==> src/rtl/btn_step_ctrl.sv <==
// btn_step_ctrl: debounced push-button stepper that drives the count RM's count_en value.
//
// Ports:
//   clk           in   1      system clock
//   rst_n         in   1      asynchronous active-low reset, released synchronously by the flops
//   btn_in_i      in   1      raw push-button, active high, asynchronous to clk
//   clr_i         in   1      synchronous clear of the step value to VAL_INIT (wins over a pulse)
//   press_pulse_o out  1      one-cycle pulse per accepted press (and per auto-repeat)
//   btn_level_o   out  1      debounced button level
//   step_val_o    out  VAL_W  step value, incremented modulo 2**VAL_W on every pulse
//
// Build option: define BTN_AUTO_REPEAT_EN to add hold-to-repeat pulses while the
// button stays held; without it exactly one pulse is produced per debounced press.
module btn_step_ctrl #(
    parameter int unsigned       DEBOUNCE_CYCLES = 2000000,
    parameter int unsigned       CNT_W           = 21,
    parameter int unsigned       VAL_W           = 4,
    parameter logic [VAL_W-1:0]  VAL_INIT        = '0,
    parameter int unsigned       REPEAT_DELAY    = 1000000,
    parameter int unsigned       REPEAT_PERIOD   = 200000
) (
    input  logic             clk,
    input  logic             rst_n,
    input  logic             btn_in_i,
    input  logic             clr_i,
    output logic             press_pulse_o,
    output logic             btn_level_o,
    output logic [VAL_W-1:0] step_val_o
);

    if (DEBOUNCE_CYCLES < 2 || REPEAT_PERIOD < 2 || REPEAT_DELAY < 1 ||
        (64'd1 << CNT_W) <= 64'(DEBOUNCE_CYCLES)) begin : g_param_check
        $error("btn_step_ctrl: illegal parameter combination");
    end

    typedef enum logic [1:0] {IDLE, PRESS_WAIT, HELD, REL_WAIT} state_e;

    // The counter is checked before its increment, so the final wait cycle sits at
    // DEBOUNCE_CYCLES-2; together with the entry cycle that makes DEBOUNCE_CYCLES
    // consecutive stable samples of btn_s.
    localparam logic [CNT_W-1:0] DB_LAST = CNT_W'(DEBOUNCE_CYCLES - 2);

    state_e             state_q, state_d;
    logic [CNT_W-1:0]   cnt_q, cnt_d;
    logic               sync1_q, btn_s_q;
    logic               pulse_q, pulse_d;
    logic               level_q, level_d;
    logic [VAL_W-1:0]   step_q, step_d;
    logic               accept;
    logic               rpt_fire;

    always_comb begin
        state_d = state_q;
        cnt_d   = cnt_q + CNT_W'(1);
        accept  = 1'b0;
        case (state_q)
            IDLE: begin
                cnt_d = '0;
                if (btn_s_q) state_d = PRESS_WAIT;
            end
            PRESS_WAIT: begin
                if (!btn_s_q) begin
                    state_d = IDLE;
                end else if (cnt_q == DB_LAST) begin
                    state_d = HELD;
                    accept  = 1'b1;
                end
            end
            HELD: begin
                cnt_d = '0;
                if (!btn_s_q) state_d = REL_WAIT;
            end
            REL_WAIT: begin
                if (btn_s_q) begin
                    state_d = HELD;
                end else if (cnt_q == DB_LAST) begin
                    state_d = IDLE;
                end
            end
            default: state_d = IDLE;
        endcase
    end

`ifdef BTN_AUTO_REPEAT_EN
    localparam logic [CNT_W-1:0] RPT_DELAY  = CNT_W'(REPEAT_DELAY);
    localparam logic [CNT_W-1:0] RPT_PERIOD = CNT_W'(REPEAT_PERIOD);

    logic [CNT_W-1:0] rpt_q, rpt_d;
    logic             rep_q, rep_d;

    // Counts only while HELD persists; any exit (or re-entry from REL_WAIT) restarts
    // the initial delay. rep_q switches the target from the delay to the period.
    always_comb begin
        rpt_d    = '0;
        rep_d    = 1'b0;
        rpt_fire = 1'b0;
        if (state_q == HELD && btn_s_q) begin
            rpt_d = rpt_q + CNT_W'(1);
            rep_d = rep_q;
            if (rpt_d == (rep_q ? RPT_PERIOD : RPT_DELAY)) begin
                rpt_fire = 1'b1;
                rpt_d    = '0;
                rep_d    = 1'b1;
            end
        end
    end

    always_ff @(posedge clk or negedge rst_n) begin
        if (!rst_n) begin
            rpt_q <= '0;
            rep_q <= 1'b0;
        end else begin
            rpt_q <= rpt_d;
            rep_q <= rep_d;
        end
    end
`else
    assign rpt_fire = 1'b0;
`endif

    always_comb begin
        pulse_d = accept | rpt_fire;
        level_d = (state_d == HELD) || (state_d == REL_WAIT);
        step_d  = clr_i ? VAL_INIT : pulse_d ? step_q + VAL_W'(1) : step_q;
    end

    always_ff @(posedge clk or negedge rst_n) begin
        if (!rst_n) begin
            sync1_q <= 1'b0;
            btn_s_q <= 1'b0;
            state_q <= IDLE;
            cnt_q   <= '0;
            pulse_q <= 1'b0;
            level_q <= 1'b0;
            step_q  <= VAL_INIT;
        end else begin
            sync1_q <= btn_in_i;
            btn_s_q <= sync1_q;
            state_q <= state_d;
            cnt_q   <= cnt_d;
            pulse_q <= pulse_d;
            level_q <= level_d;
            step_q  <= step_d;
        end
    end

    assign press_pulse_o = pulse_q;
    assign btn_level_o   = level_q;
    assign step_val_o    = step_q;

endmodule
==> config.mk <==
export PLATFORM = sky130hd
export DESIGN_NAME = btn_step_ctrl
export DESIGN_NICKNAME = d
export VERILOG_FILES = /design/src/rtl/btn_step_ctrl.sv
export SDC_FILE = /design/constraint.sdc
export NUM_CORES = 1
export LEC_CHECK = 0
export ABC_AREA = 1
export ABC_CLOCK_PERIOD_IN_PS = 3450
export BUFFER_PORTS_ARGS = -buffer_cell sky130_fd_sc_hd__buf_2
export CAP_MARGIN = 10
export CORE_ASPECT_RATIO = 0.75
export CORE_UTILIZATION = 37
export CTS_CLUSTER_DIAMETER = 40
export DETAILED_ROUTE_END_ITERATION = 6
export GPL_ROUTABILITY_DRIVEN = 0
export GPL_TIMING_DRIVEN = 0
export HOLD_SLACK_MARGIN = 0.1
export PLACE_DENSITY = 0.62
export RECOVER_POWER = 50
export SLEW_MARGIN = 10
export SYNTH_ARGS = -nofsm -noshare
export SYNTH_HDL_FRONTEND = slang
export SYNTH_SLANG_ARGS = --single-unit
==> constraint.sdc <==
create_clock -name clk -period 3.45 [get_ports clk]
set_input_delay 0.1725 -clock clk [delete_from_list [all_inputs] [get_ports clk]]
set_output_delay 0.1725 -clock clk [all_outputs]
set_load 0.005 [all_outputs]
==> results of run 1 <==
[metrics by stage]
stage / util / instances
after floorplan: - / 207
after global placement: 0.424 / 271
after detailed placement: 0.424 / 271
after CTS: 0.449 / 281
after global routing: 0.447 / 281
final: 0.447 / 281
[cells in the mapped netlist (all sizes together)]
cell type	instances	area, um^2
nand2	52	200
a21oi	8	40.0
nand3b	2	15.0
xor2	6	52.6
nor4	1	6.26
clkbuf	2	7.51
ha	3	37.5
a31oi	1	6.26
nor3	1	5.00
dfrtp	31	776
o21a	1	7.51
nand3	16	92.6
and3	1	6.26
o21ai	9	45.0
inv	22	82.6
nand4	4	25.0
o21bai	1	7.51
nor2	46	236
[flip-flops by register name (all words and copies together) (netlist names)]
signal	count
step_val_o	4
state_q	2
sync1_q	1
btn_level_o	1
cnt_q	21
press_pulse_o	1
btn_s_q	1
[where the power goes]
part           switching [mW]  internal [mW]
clock network           0.129          0.141
registers             0.00351          0.368
logic                  0.0197        0.00707
[layout make-up]
type,instances,area (um^2)
inverter,22,82.6
timing repair buffer,11,58.8
buffer,2,7.51
multi-input combinational,152,783
sequential,31,776
clock buffer,7,76.3
clock inverter,1,5.00
tap,55,68.8
fill,444,2300
[cells by family (layout without fill, tap and decap cells)]
kind of cell	count (synthesis)	after routing
compound gates	20	20
flops	31	31
buf+inv	24	43
fa+ha+maj	3	3
xor+xnor	6	6
simple gates	123	123
[cell usage in the layout (no fill, tap or decap), types with 2 or more instances in the layout]
cell type      instances
a21oi_1                8
buf_2                  4
clkbuf_1               9
clkbuf_8               5
dfrtp_1               31
dlygate4sd3_1          2
ha_1                   3
inv_1                 19
inv_2                  3
nand2_1               50
nand2_2                2
nand3_1               15
nand3b_1               2
nand4_1                4
nor2_1                34
nor2_2                 7
nor2_4                 4
o21ai_0                8
xor2_1                 6
[path summary, 6_finish.rpt]
kind / endpoint / slack [ps] / cells past startpoint
max in group clk: cnt_q[16]$_DFF_PN0_ / 1860 / 8
max: cnt_q[17]$_DFF_PN0_ / 1580 / 2
min reg2reg: btn_s_q$_DFF_PN0_ / 350 / 0
min in group asynchronous: cnt_q[14]$_DFF_PN0_ / 880 / 2
min: step_val_o[0]$_DFFE_PN0P_ / 250 / 4
max reg2reg: cnt_q[16]$_DFF_PN0_ / 1860 / 8
[metal layers]
metal,vias to the layer above,wire length [um],global-route usage
li1,697,-,-
met5,-,0,0
met1,580,1810,0.244
met4,0,42,0.0623
met2,20,1170,0.202
met3,5,161,0.0458
[repair_timing]
| item | CTS | global route |
|---|---|---|
| hold buffers | 2 | 0 |
| endpoints found under the hold margin | 32 | 0 |
| buffers inserted | 0 | 0 |
==> results by group, run 1 <==
Clock network
  – Clk_lat worst skew: 280 ps
  – H-tree depth: 2
  – Clk root buf: clkbuf_8
  – Post_cts resized: 0
  – Cts bufs inserted: 5
  – Clk slew on worst S/H paths: 60 ps
  – CTS max path bufs: 2
  – Clock sinks: 31
  – TritonCTS clock tree: yes

Hold path
  – Worst min path class: in2reg
  – Min-delay src: clr_i

Finish
  – Final net count: 232
  – Diode count: 0
  – Fraction of layout cells with a size suffix above 1: 0.124
  – Syn-to-layout area delta: 12.7%
  – Design area: 1860 um^2

Die
  – Io pins: 10
  – Initial Util: 0.397
  – DIE AREA: 4730 um^2
  – CORE AREA: 4150 um^2
  – Row cnt: 20
  – Die height: 59.8 um
  – Die Wd: 79.1 um

Critical path
  – Crit path DAT: 1940 ps
  – R2R Path Start: cnt_q[0]$_DFF_PN0_
  – Crit. End Element: asynchronous set/reset pin
  – Crit path from: rst_n
  – CP cell instances: dlygate4sd3_1 -> clkbuf_1
  – Cell family with most CP delay: buffers and inverters
  – Setup crit start kind: primary input
  – CP max FO: 31
  – Required time of the critical path: 3520 ps
  – WP buf/inv: 2
  – CP max-delay cell: clkbuf_1
  – Critical path type: in2async
  – Max stage delay on crit path: 1240 ps

Route
  – Final wirelength: 3.18 mm
  – DRC viols: 0
  – Vias per cell: 4.63
  – Vias: 1302
  – WL per Instance: 11.3 um
  – Post-route ant nets: 0
  – DRT iter0 DRCs: 145
  – Pre-antenna DRT Iters: 4

Synthesis
  – Synth Area in Adders: 0.0228
  – Yosys Warn Count: 0
  – Post-Synthesis Net Count: 214
  – Post-synth cell types: 25
  – Mapped Cells: 207
  – Post-synthesis compound-gate area fraction: 0.0645
  – Seq cells post-synth: 31
  – Post-synthesis xor/xnor area fraction: 0.0319
  – Sequential area share after synthesis: 0.470
  – Main combinational cell family by area after synthesis: simple AND/OR/NAND/NOR gates
  – Post-Synth Simple-Gate Area: 0.356
  – Synth Cell Area: 1650 um^2
  – Synth Area per Inst: 7.97 um^2
  – Multiplexer share of the synthesized area: 0

Global route
  – First-pass GRT wire length: 5.44 mm
  – GRT Overall Usage: 0.159
  – Grt ovf: 0
  – Vias in the first global route: 1151
  – Largest net degree at the start of global routing: 32
  – Initial antenna violation count: 0

Pwr
  – Design Power: 669 uW
  – P_leak: 0.826 nW
  – Power per cell area: 360 nW/um^2
  – VDD IR max: 0.000211 V

STA
  – Final worst setup slack: 1580 ps
  – Least-Margin Pin Slew: 1720 ps
  – RSZ-0062 raised after global routing: no
  – Highest achievable clock rate: 0.534 GHz
  – Worst-case hold slack: 253 ps
  – Number of hold violations in the final report: 0
  – Setup violations, final: 0
  – Slew Limit Fails: 32
  – Clk_skew: 5.68 ps
  – Slew margin rel.: -0.145
  – Tcrit/Tclk final: 0.543
  – Minimum clock period: 1870 ps
  – Total negative setup slack: 0 ps

Placement
  – Placed Area: 1760 um^2
  – Setup WS pre-CTS: 1870 ps
  – DPL Wire Length: 2.34 mm
  – Number of port buffers: 9

Status
  – Failing checks: capacitance limit, slew limit
  – Status: complete, but fails checks

Job
  – Max Cap Viol: 1
No activity file was read; power rests on OpenSTA's default activity.
==> run 2: changes to the inputs <==
- ABC_AREA: 1 -> 0
- ABC_CLOCK_PERIOD_IN_PS: 3450 -> 1670
- PLACE_DENSITY: 0.62 -> 0.64
- clock period: 3.45 -> 1.67 ns (I/O delays scaled with it)
==> run 2 against run 1 <==
  * The flow finishes with violations (setup timing)
  * Clock-buffer cell count unchanged
  * Non-clock buffer count is 22 higher
  * Die area down 7.7%
  * Register-to-register slack lost 2000 ps
  * Via count down 4.0%
  * Wire length up 7.6%
  * First-iteration DRC count fell by 64%
  * Worst hold slack improved by 100 ps
  * Utilization up 7.5 points
==> results by group, run 2 <==
Status
  – Status: complete, but fails checks
  – Failing checks: setup timing

Route
  – Post-route ant nets: 0
  – Vias: 1250
  – WL per Instance: 14.5 um
  – DRT iter0 DRCs: 52
  – Pre-antenna DRT Iters: 4
  – Final wirelength: 3.43 mm
  – DRC viols: 0
  – Vias per cell: 5.27

Synthesis
  – Post-synth top flop: dfrtp_1
  – Most frequent cell after synthesis: dfrtp_1
  – Top cell type's share of synthesized area: 0.511
  – Synth Area per Inst: 10.3 um^2
  – Synth Cell Area: 1520 um^2
  – Post-synth cell types: 32
  – Mapped Cells: 147
  – Sequential area share after synthesis: 0.511
  – EDFF count, synth: 0
  – Yosys Warn Count: 0
  – Seq cells post-synth: 31
  – Top cells by count, synth: dfrtp_1, nor2_1, nand2_1
  – Post-synth top area cell: dfrtp_1
  – Synth top area cells: dfrtp_1, xor2_1, nor2_1
  – Ys async rst share: 1.00
  – Post-Synthesis Net Count: 154

Pwr
  – Psw: 318 uW
  – VDD IR max: 0.000500 V
  – Sw frac: 0.215
  – Design Power: 1.48 mW
  – Logic pwr share: 0.046
  – Power per cell area: 749 nW/um^2
  – Clk pwr share: 0.434
  – P_leak: 0.845 nW
  – Internal power: 1.16 mW
  – Flop pwr share: 0.520

Finish
  – Commonest non-fill, non-tap cell in the layout: dfrtp_1
  – Most frequent cells in the layout: dfrtp_1, buf_4, nor2_1
  – Fraction of layout cells with a size suffix above 1: 0.314
  – Area occupied by registers: 778 um^2
  – Max FFs per register: 21
  – Final net count: 191
  – Most flops, register: cnt_q
  – Syn-to-layout area delta: 30.0%
  – Diode count: 0
  – Area taken by multi-input logic gates: 771 um^2
  – # fillers: 324

STA
  – RSZ-0062 raised after global routing: yes
  – Total negative setup slack: -651 ps
  – Tcrit/Tclk final: 1.10
  – Setup violations, final: 7
  – Slew margin rel.: 0.497
  – Slew Limit Fails: 0
  – Highest achievable clock rate: 0.547 GHz
  – Minimum clock period: 1830 ps
  – Final worst setup slack: -160 ps
  – Least-Margin Pin Slew: 754 ps
  – Clk_skew: 4.45 ps
  – Number of hold violations in the final report: 0

Clock network
  – Clk root buf: clkbuf_8
  – H-tree depth: 2
  – Cts bufs inserted: 5
  – TritonCTS clock tree: yes
  – Clk_lat worst skew: 280 ps
  – Clock sinks: 31
  – CTS max path bufs: 2
  – Clk slew on worst S/H paths: 60 ps

Critical path
  – Crit. End Element: register
  – CP cell instances: nand2_1 -> or4_4 -> clkbuf_2 -> buf_4 -> o31ai_4 -> a21oi_2
  – Setup crit start kind: register
  – Critical path type: reg2reg
  – CP max FO: 6
  – Required time of the critical path: 1840 ps
  – R2R Path Start: cnt_q[17]$_DFF_PN0_
  – CP max-delay cell: or4_4
  – Crit path DAT: 2000 ps
  – Crit path from: cnt_q[17]$_DFF_PN0_
  – Max stage delay on crit path: 590 ps

Global route
  – Vias in the first global route: 1181
  – Grt ovf: 0
  – Initial antenna violation count: 0
  – First-pass GRT wire length: 5.46 mm
  – GRT Overall Usage: 0.165
  – Largest net degree at the start of global routing: 32

Die
  – Row cnt: 19
  – Die Wd: 76.0 um
  – Initial Util: 0.402
  – Die height: 57.5 um
  – Io pins: 10
  – CORE AREA: 3780 um^2
  – DIE AREA: 4360 um^2

Job
  – Max Cap Viol: 0

Placement
  – Number of port buffers: 9
  – Setup WS pre-CTS: -370 ps
  – DPL Wire Length: 2.16 mm

Hold path
  – Min-delay src: sync1_q$_DFF_PN0_
  – Worst min path class: reg2reg
## run 2: changes by cell type after synthesis, sizes merged, moves of 3 or more
cell / before / now
inv: 22 / 3
nand2: 52 / 12
nand2b: 0 / 3
nand3: 16 / 5
nand4: 4 / 9
nor2: 46 / 16
o21ai: 9 / 2
o31ai: 0 / 8
or4: 0 / 10
xnor2: 0 / 3
xor2: 6 / 9
## run 2: kinds of logic (layout without fill, tap and decap cells)
family | Yosys count | after routing | share of synthesized area
compound gates | 20 | 20 | 0.0791
buf+inv | 8 | 46 | 0.0272
flops | 31 | 31 | 0.511
simple gates | 70 | 70 | 0.267
fa+ha+maj | 3 | 3 | 0.0247
xor+xnor | 12 | 12 | 0.0693
mux | 3 | 3 | 0.0214
## run 2: power groups by stage
stage	clock, mW	sequential (mW)	combinational, mW
floorplan	0	0.782	0.0243
global placement	0	0.783	0.0502
detailed placement	0	0.784	0.0522
CTS	0.651	0.768	0.0654
global route	0.691	0.769	0.0763
finish	0.641	0.768	0.0681
## run 2: area by class of cell
type | count | area share
sequential | 31 | 0.394
multi-input combinational | 108 | 0.391
timing repair buffer | 32 | 0.116
clock buffer | 7 | 0.0488
tap | 52 | 0.0330
buffer | 3 | 0.00761
inverter | 3 | 0.00571
clock inverter | 1 | 0.00380
## run 2: final timing paths
| check | to | cells past startpoint | slack (ps) |
|---|---|---|---|
| max | step_val_o[3]$_DFFE_PN0P_ | 6 | -160 |
| min | btn_s_q$_DFF_PN0_ | 0 | 360 |
| max reg2reg | step_val_o[3]$_DFFE_PN0P_ | 6 | -160 |
| min reg2reg | btn_s_q$_DFF_PN0_ | 0 | 360 |
| max in group asynchronous | cnt_q[9]$_DFF_PN0_ | 2 | 740 |
| min in group asynchronous | state_q[1]$_DFF_PN0_ | 2 | 400 |
## run 2: repair_timing
| item | in CTS | in global routing |
|---|---|---|
| cloned | 0 | 0 |
| setup endpoints to repair | 10 | 9 |
| hold endpoints to repair | 36 | 0 |
| buffers inserted | 14 | 6 |
| hold buffers | 3 | 0 |
| pin swaps | 7 | 6 |
| gates resized for setup | 11 | 10 |
## run 2: per-stage QoR
step | instances | area (um^2) | utilization | hold WS (ps)
final | 237 | 1970 | 0.522 | 358
after global routing | 237 | 1970 | 0.522 | 369
after CTS | 231 | 1890 | 0.500 | 361
after detailed placement | 208 | 1630 | 0.431 | 158
after global placement | 208 | 1630 | 0.431 | 147
after floorplan | 147 | 1520 | - | -212
## run 2: critical path, delay by kind of cell, from the launching register on
| kind | cells | cell delay, ps |
|---|---|---|
| compound gates | 2 | 340 |
| flops | 1 | 380 |
| simple gates | 2 | 680 |
| buf+inv | 2 | 330 |
## run 2: layer usage
metal | GRT usage | part of all wire
met1 | 0.221 | 0.49
met2 | 0.265 | 0.47
met3 | 0.0432 | 0.030
met4 | 0.0522 | 0.011
met5 | 0 | 0
